### src/rtl/jt51_op_acc.sv
// Operator output accumulator: sums carrier operators of a 32-slot frame into L/R, saturates
// and presents one stereo sample per frame. Optional clip counter: `define JT51_ACC_CLIP_CNT_EN.
module jt51_op_acc #(
    parameter int ACC_W = 19,
    parameter int OUT_W = 16
) (
    input  logic                    clk,
    input  logic                    rst_n,
    input  logic                    cen,
    input  logic                    zero,
    input  logic signed [13:0]      op_in,
    input  logic [2:0]              con,
    input  logic [1:0]              rl,
    output logic signed [OUT_W-1:0] left,
    output logic signed [OUT_W-1:0] right,
    output logic                    out_valid,
    input  logic                    out_ready,
    output logic                    overrun,
    input  logic                    ovr_clr,
    output logic [7:0]              clip_cnt
);

    logic [4:0]              cnt_q, cnt_d, slot;
    logic                    carrier;
    logic signed [ACC_W-1:0] term, term_l, term_r;
    logic signed [ACC_W-1:0] acc_l_q, acc_l_d, acc_r_q, acc_r_d;
    logic signed [ACC_W-1:0] fin_l, fin_r;
    logic signed [OUT_W-1:0] left_q, left_d, right_q, right_d;
    logic                    out_valid_q, out_valid_d;
    logic                    overrun_q, overrun_d;
    logic                    new_sample;

    // Value fits OUT_W when all bits above the OUT_W sign bit equal the sign.
    function automatic logic is_clip(input logic signed [ACC_W-1:0] v);
        logic [ACC_W-OUT_W:0] upper;
        upper = v[ACC_W-1:OUT_W-1];
        return !((upper == '0) || (upper == '1));
    endfunction

    function automatic logic signed [OUT_W-1:0] sat(input logic signed [ACC_W-1:0] v);
        if (is_clip(v))
            return v[ACC_W-1] ? {1'b1, {(OUT_W-1){1'b0}}} : {1'b0, {(OUT_W-1){1'b1}}};
        else
            return v[OUT_W-1:0];
    endfunction

    always_comb begin
        slot = zero ? 5'd0 : cnt_q;
        case (slot[4:3])
            2'd3:    carrier = 1'b1;
            2'd2:    carrier = (con >= 3'd4);
            2'd1:    carrier = (con >= 3'd5);
            default: carrier = (con == 3'd7);
        endcase
        term   = carrier ? {{(ACC_W-14){op_in[13]}}, op_in} : '0;
        term_l = rl[0] ? term : '0;
        term_r = rl[1] ? term : '0;
        fin_l  = acc_l_q + term_l;
        fin_r  = acc_r_q + term_r;
    end

    always_comb begin
        cnt_d      = cnt_q;
        acc_l_d    = acc_l_q;
        acc_r_d    = acc_r_q;
        left_d     = left_q;
        right_d    = right_q;
        new_sample = 1'b0;
        if (cen) begin
            cnt_d = slot + 5'd1;
            if (slot == 5'd0) begin
                // A zero mid-frame lands here too, discarding the partial sums.
                acc_l_d = term_l;
                acc_r_d = term_r;
            end else if (slot == 5'd31) begin
                left_d     = sat(fin_l);
                right_d    = sat(fin_r);
                new_sample = 1'b1;
                acc_l_d    = '0;
                acc_r_d    = '0;
            end else begin
                acc_l_d = fin_l;
                acc_r_d = fin_r;
            end
        end
    end

    always_comb begin
        out_valid_d = new_sample | (out_valid_q & ~out_ready);
        overrun_d   = ovr_clr ? 1'b0 : (overrun_q | (new_sample & out_valid_q & ~out_ready));
    end

    always_ff @(posedge clk or negedge rst_n) begin
        if (!rst_n) begin
            cnt_q       <= '0;
            acc_l_q     <= '0;
            acc_r_q     <= '0;
            left_q      <= '0;
            right_q     <= '0;
            out_valid_q <= 1'b0;
            overrun_q   <= 1'b0;
        end else begin
            cnt_q       <= cnt_d;
            acc_l_q     <= acc_l_d;
            acc_r_q     <= acc_r_d;
            left_q      <= left_d;
            right_q     <= right_d;
            out_valid_q <= out_valid_d;
            overrun_q   <= overrun_d;
        end
    end

    assign left      = left_q;
    assign right     = right_q;
    assign out_valid = out_valid_q;
    assign overrun   = overrun_q;

`ifdef JT51_ACC_CLIP_CNT_EN
    logic       clip_l, clip_r;
    logic [8:0] clip_sum;
    logic [7:0] clip_cnt_q, clip_cnt_d;

    always_comb begin
        clip_l     = is_clip(fin_l);
        clip_r     = is_clip(fin_r);
        clip_sum   = {1'b0, clip_cnt_q} + {8'd0, clip_l} + {8'd0, clip_r};
        clip_cnt_d = clip_cnt_q;
        if (ovr_clr)
            clip_cnt_d = '0;
        else if (new_sample)
            clip_cnt_d = clip_sum[8] ? 8'hFF : clip_sum[7:0];
    end

    always_ff @(posedge clk or negedge rst_n) begin
        if (!rst_n) clip_cnt_q <= '0;
        else        clip_cnt_q <= clip_cnt_d;
    end

    assign clip_cnt = clip_cnt_q;
`else
    assign clip_cnt = '0;
`endif

endmodule

### config.mk
export PLATFORM = sky130hd
export DESIGN_NAME = jt51_op_acc
export DESIGN_NICKNAME = d
export VERILOG_FILES = /design/src/rtl/jt51_op_acc.sv
export SDC_FILE = /design/constraint.sdc
export NUM_CORES = 1
export LEC_CHECK = 0
export CAP_MARGIN = 10
export CORE_MARGIN = 5
export CORE_UTILIZATION = 34
export CTS_CLUSTER_DIAMETER = 100
export CTS_CLUSTER_SIZE = 12
export DETAILED_ROUTE_END_ITERATION = 16
export PLACE_DENSITY = 0.56
export SETUP_SLACK_MARGIN = 0.5
export SYNTH_ARGS = -nofsm -noshare
export SYNTH_HDL_FRONTEND = slang
export SYNTH_SLANG_ARGS = --single-unit
### constraint.sdc
create_clock -name clk -period 7.3 [get_ports clk]
set_input_delay 2.19 -clock clk [delete_from_list [all_inputs] [get_ports clk]]
set_output_delay 2.19 -clock clk [all_outputs]
set_load 0.1 [all_outputs]
==> reports/results.tsv, run 1 <==
metric	value	unit
outcome	finished, final reports clean	
period_needed	6.26	ns
slew_viol_final	0	
core.rowCount	47	
wl	15800	um
ys_warn_count	0	
synth_seq_cells	77	
fill_cells	1631	
critPathSlowestCell	clkdlybuf4s50_1	
synth.area.top_cells	dfrtp_1 (34%), ha_1 (8.6%), a21oi_1 (6.2%)	
grt_max_degree	78	
cts.clk_slew.worst_paths	0.06	ns
place_inst	918	
antenna_cells	0	
cp-startpoint	zero	
cts_sinks	77	
cts_root_buf	clkbuf_16	
core	0.0165	sq mm
ys.flop_type	dfrtp_1	
fmax	160	MHz
async_flop_share	1.00	
final_common_cell	dfrtp_1	
postCtsSetupRepairBufs	0	
start_util	0.345	
reg2reg_from	cnt_q[3]	
drc	0	
die_y	139	um
postSynthCellCount	671	
drtIter0Drc	440	
dieArea	0.0194	sq mm
hpwl	11500	um
critPathMaxStageDelay	0.56	ns
relSlewSlack	0.319	
dr.pass1.iters	5	
crit_path_cell_trace	clkdlybuf4s50_1, a21oi_1, a31o_2, buf_4, and3_1, ha_1, a21o_1, a21o_1, a2111oi_1, o21ai_0, o311ai_1, nor2_1, and3_1, o21ai_2, o21ai_0	
vias_per_cell	5.52	
detail-route-antenna-nets	0	
netlist.area_leader.share	0.338	
drive_above_1_share	0.0644	
power_density	234	mW/mm^2
final_area	0.00675	sq mm
post_layout_nonfiller_instances	934	
nets	775	
syn_area	0.00569	sq mm
cts_tree	yes	
critPathKind	in -> reg	
worst_pin_slew	1.02	ns
yosysSeqAreaShare	0.338	
io_pins	67	
hp-start	right[0]	
routedWlPerCell	17.0	um
finalClockSkew	0.00771	ns
place.gp.congestion	0.838	
grt_pass1_wl	26100	um
overflow	0	
yosysUniqueCellTypes	64	
hold_viol_final	0	
most-common-layout-cells	dfrtp_1 (77), a21oi_1 (70), nor2_1 (70), clkdlybuf4s50_1 (56), nand2_1 (52)	
multi_input_area	0.00350	sq mm
areaGrowthSynthToFinish	18.5	%
track_usage	0.164	
setup_tns	0	ns
cp-end-kind	flip-flop	
synth_edf_count	0	
cts_buffers	9	
cts_buffer_depth	2	
leakagePower	0.00308	uW
htreeDepth	3	
insertion_delay	0.35	ns
grt_pass1_vias	5073	
antenna_found_initial	0	
portBuffers	58	
period_share	0.858	
rsz0062_at_grt	no	
avgSynthCellArea	8.49	sq um
vias	5159	
maxCapViolations	0	
die_width	139	um
critPathLaunchType	input port	
min_path_type	reg -> reg	
irDropWorstVdd	124	uV
final-seq-area	0.00193	sq mm
worstPathRequired	7.50	ns
worstPathMaxFanout	24	
placed_cell_area	0.00640	sq mm
arrival	6.47	ns
yosys.area.top_type	dfrtp_1	
setup_viol	0	
==> state kept, by name, summed over array words and instances, names as in the netlist <==
register,count
acc_l_q,19
right,16
cnt_q,5
overrun,1
acc_r_q,19
left,16
out_valid,1
==> worst max-delay path, delay by kind of cell <==
kind / cells / cell delay (ns)
compound gates: 9 / 2.60
buf+inv: 2 / 0.86
fa+ha+maj: 1 / 0.30
simple gates: 3 / 0.49
==> power breakdown <==
part / leakage (uW) / switching, uW / total, uW / internal, uW
sequential: 0.000988 / 34.0 / 511 / 477
clock: 0.000163 / 192 / 527 / 334
combinational: 0.00193 / 347 / 542 / 195
total: 0.00308 / 573 / 1580 / 1010
==> synthesized netlist by cell type (4+ instances only) <==
master / count
nor2_1: 70
o31ai_1: 5
a32oi_1: 22
ha_1: 39
nor3_1: 12
buf_4: 8
nand3_1: 13
nor2b_1: 7
o21ai_0: 22
and3_1: 29
xor2_1: 9
a21oi_2: 4
o22a_1: 7
o22ai_1: 4
buf_2: 5
inv_1: 20
a31oi_1: 18
o211ai_1: 6
xnor2_1: 19
nand2b_1: 7
nor3b_1: 9
o21bai_1: 6
o21a_1: 9
a21o_1: 22
nand2_1: 52
o32ai_1: 4
clkbuf_1: 26
a21oi_1: 70
dfrtp_1: 77
o21ai_1: 17
==> what timing repair did <==
action / CTS / global route
endpoints found under the hold margin: 0 / 0
setup endpoints to repair: 0 / 14
hold buffers: 0 / 0
resized for setup: 0 / 2
==> per-layer routing <==
metal  vias up  part of all wire  routed length, um  global-route usage
met3        29             0.029                466              0.0206
met2       104              0.48               7540               0.268
li1       2529                 -                  -                   -
met1      2497              0.47               7410               0.214
met4         0             0.027                432              0.0798
met5         -                 0                  0                   0
==> through the flow <==
| stage | total power, uW | setup slack [ns] | hold slack (ns) | util |
|---|---|---|---|---|
| 2_1_floorplan | 920 | 1.51 | 0.457 | - |
| 3_3_place_gp | 1050 | 0.664 | 0.462 | 0.387 |
| 3_5_place_dp | 1060 | 0.575 | 0.470 | 0.387 |
| 4_1_cts | 1590 | 0.929 | 0.485 | 0.408 |
| 5_1_grt | 1680 | 0.537 | 0.506 | 0.408 |
| 6_report | 1580 | 1.04 | 0.482 | 0.408 |
==> final timing paths <==
kind	slack (ns)	depth (start not counted)	endpoint
max in group asynchronous	4.63	1	right[1]
worst max register to register	2.94	15	right[1]
worst min-delay path	0.48	2	right[0]
min in group asynchronous	2.02	1	acc_l_q[13]
worst min register to register	0.48	2	right[0]
worst max-delay path	1.04	15	right[1]
==> logic make-up (layout without fill, tap and decap cells) <==
logic type               after synthesis  in the layout  synth area share
multiplexers                           3              3           0.00571
buffers and inverters                 65            101            0.0521
adder cells (fa/ha/maj)               41             41            0.0927
XOR/XNOR                              29             29            0.0459
AND/OR/NAND/NOR                      215            215             0.184
other                                  1              8          0.000659
AO/OA/AOI/OAI                        240            240             0.281
flip-flops                            77             77             0.338
==> area by class of cell <==
class / instances / area share
Tap cell: 220 / 0.0408
Clock inverter: 6 / 0.0165
Timing Repair Buffer: 65 / 0.0927
Multi-Input combinational cell: 536 / 0.519
Sequential cell: 77 / 0.286
Clock buffer: 10 / 0.0339
Inverter: 20 / 0.0111
Note: power is estimated with default switching activity, not from simulation.
==> run 2: changes to the inputs <==
Settings changed: ABC_CLOCK_PERIOD_IN_PS set to 7300.
==> results of run 2 <==
Final layout, timing and power as in run 1 (identical DEF).
==> run 3: changes to the inputs <==
Settings changed: SLEW_MARGIN set to 20, TNS_END_PERCENT set to 50.
==> run 3 against run 2 <==
  * Die area is the same
  * Cell count is the same
  * Sequential share of layout area is essentially flat
  * Worst hold slack is essentially flat
  * Maximum frequency grew 0.15%
  * Combinational power is essentially flat
  * Critical path depth grew 1
  * Core utilization is essentially flat
  * Clock power is essentially flat
  * Flip-flop and latch count is the same
  * Design area is essentially flat
  * First-iteration DRC count shrank 6.8%
  * Critical path type unchanged
  * Critical endpoint unchanged
  * Highest routed layer unchanged
==> reports/results.tsv, run 3 (same netlist as run 1, synthesis figures left out) <==
metric	value	unit	change
outcome	finished, final reports clean		
track_usage	0.164		unchanged
antenna_found_initial	0		unchanged
die_y	139	um	unchanged
postCtsSetupRepairBufs	0		unchanged
hold_buffers	0		unchanged
relSlewSlack	0.342		+0.0231
fmax	160	MHz	+0.15%
start_util	0.345		unchanged
antenna_cells	0		unchanged
overflow	0		unchanged
most-common-layout-cells	dfrtp_1 (77), a21oi_1 (70), nor2_1 (70), clkdlybuf4s50_1 (56), nand2_1 (52)		
dr.pass1.iters	5		unchanged
finalClockSkew	0.00886	ns	+0.00115 ns
vias_per_cell	5.54		+0.27%
place.gp.congestion	0.838		unchanged
arrival	6.52	ns	+0.05 ns
io_pins	67		unchanged
place_inst	918		unchanged
htreeDepth	3		unchanged
min_path_type	reg -> reg		
drive_above_1_share	0.0644		unchanged
portBuffers	58		unchanged
wl	15900	um	about the same
maxCapViolations	0		unchanged
period_share	0.857		-0.00132
hpwl	11500	um	unchanged
multi_input_area	0.00350	sq mm	unchanged
hold_viol_final	0		unchanged
drc	0		unchanged
finish.utilization	0.408		about the same
grtUsageMet1	0.214		unchanged
cts_sinks	77		unchanged
detail-route-antenna-nets	0		unchanged
post_layout_nonfiller_instances	934		unchanged
insertion_delay	0.35	ns	about the same
met2_usage	0.268		unchanged
final-seq-area	0.00193	sq mm	unchanged
cts.clk_slew.worst_paths	0.06	ns	about the same
cts_buffer_depth	2		unchanged
reg_top3	acc_l_q x19, acc_r_q x19		
critPathKind	in -> reg		
fill_cells	1631		unchanged
cts_buffers	9		unchanged
nets	775		unchanged
cp-end-kind	flip-flop		
cts_tree	yes		
worst_pin_slew	0.984	ns	-0.0378 ns
critPathLaunchType	input port		
grt_pass1_wl	26100	um	unchanged
core.rowCount	47		unchanged
period_needed	6.25	ns	-0.00960 ns
setup_viol	0		unchanged
grt_max_degree	78		unchanged
cts_root_buf	clkbuf_16		
final_common_cell	dfrtp_1		
routedWlPerCell	17.0	um	about the same
busiest_layer	met2		
die_width	139	um	unchanged
drtIter0Drc	410		-6.8%
areaGrowthSynthToFinish	18.5	%	about the same
leakagePower	0.00308	uW	about the same
power_density	234	mW/mm^2	-0.16%
slew_viol_final	0		unchanged
dieArea	0.0194	sq mm	unchanged
irDropWorstVdd	123	uV	-0.12%
rsz0062_at_grt	no		
grt_pass1_vias	5073		unchanged
worstPathMaxFanout	24		unchanged
vias	5173		+0.27%
core	0.0165	sq mm	unchanged
setup_tns	0	ns	unchanged
grtUsageMet3	0.0206		unchanged
worstPathRequired	7.56	ns	+0.06 ns
run 3: final timing paths:
| check | startpoint | slack [ns] | end | cells past startpoint |
|---|---|---|---|---|
| worst max register to register | cnt_q[3] | 2.94 | right[1] | 16 |
| min in group asynchronous | rst_n | 1.87 | acc_l_q[13] | 1 |
| worst min register to register | right[0] | 0.48 | right[0] | 2 |
| worst max-delay path | zero | 1.05 | right[1] | 16 |
| worst min-delay path | right[0] | 0.48 | right[0] | 2 |
| max in group asynchronous | rst_n | 4.90 | right[12] | 1 |
run 3: layout make-up:
type,instances,area share
Multi-Input combinational cell,536,0.519
Sequential cell,77,0.286
Clock buffer,10,0.0339
Tap cell,220,0.0408
Inverter,20,0.0111
Timing Repair Buffer,65,0.0933
Clock inverter,6,0.0165
run 3: critical path: stages:
cell and delay, ns:
clkdlybuf4s50_1 0.56, a21oi_1 0.18, a31o_2 0.44, buf_4 0.29, nand3_1 0.15, inv_1 0.20
ha_1 0.29, a21oi_1 0.13, o21ai_0 0.41, nor4b_1 0.10, a2111oi_0 0.44, o311ai_1 0.31
nand2_1 0.12, a21o_1 0.35, a21boi_0 0.15, o21ai_0 0.18
run 3: per-stage QoR:
| step | power [uW] | setup WS (ns) | hold WS [ns] | area, sq um |
|---|---|---|---|---|
| floorplan | 920 | 1.51 | 0.457 | 5720 |
| global placement | 1050 | 0.664 | 0.462 | 6400 |
| detailed placement | 1060 | 0.575 | 0.470 | 6400 |
| CTS | 1590 | 0.929 | 0.485 | 6740 |
| global route | 1680 | 0.537 | 0.506 | 6750 |
| finish | 1580 | 1.05 | 0.482 | 6750 |
run 3: timing repair:
item                                    CTS  global route
resized for setup                         0             1
endpoints found under the setup margin    0             1
hold endpoints to repair                  0             0
run 3: metal layers:
layer	share of wire	routed length, um	vias to the layer above
met5	0	0	-
met4	0.029	455	0
met3	0.036	568	31
met2	0.47	7500	128
met1	0.46	7330	2479
li1	-	-	2535
run 3: power by group:
group / leakage, uW / internal [uW] / switching (uW)
Clock: 0.000163 / 334 / 191
Sequential: 0.000988 / 477 / 34.0
Combinational: 0.00193 / 195 / 347
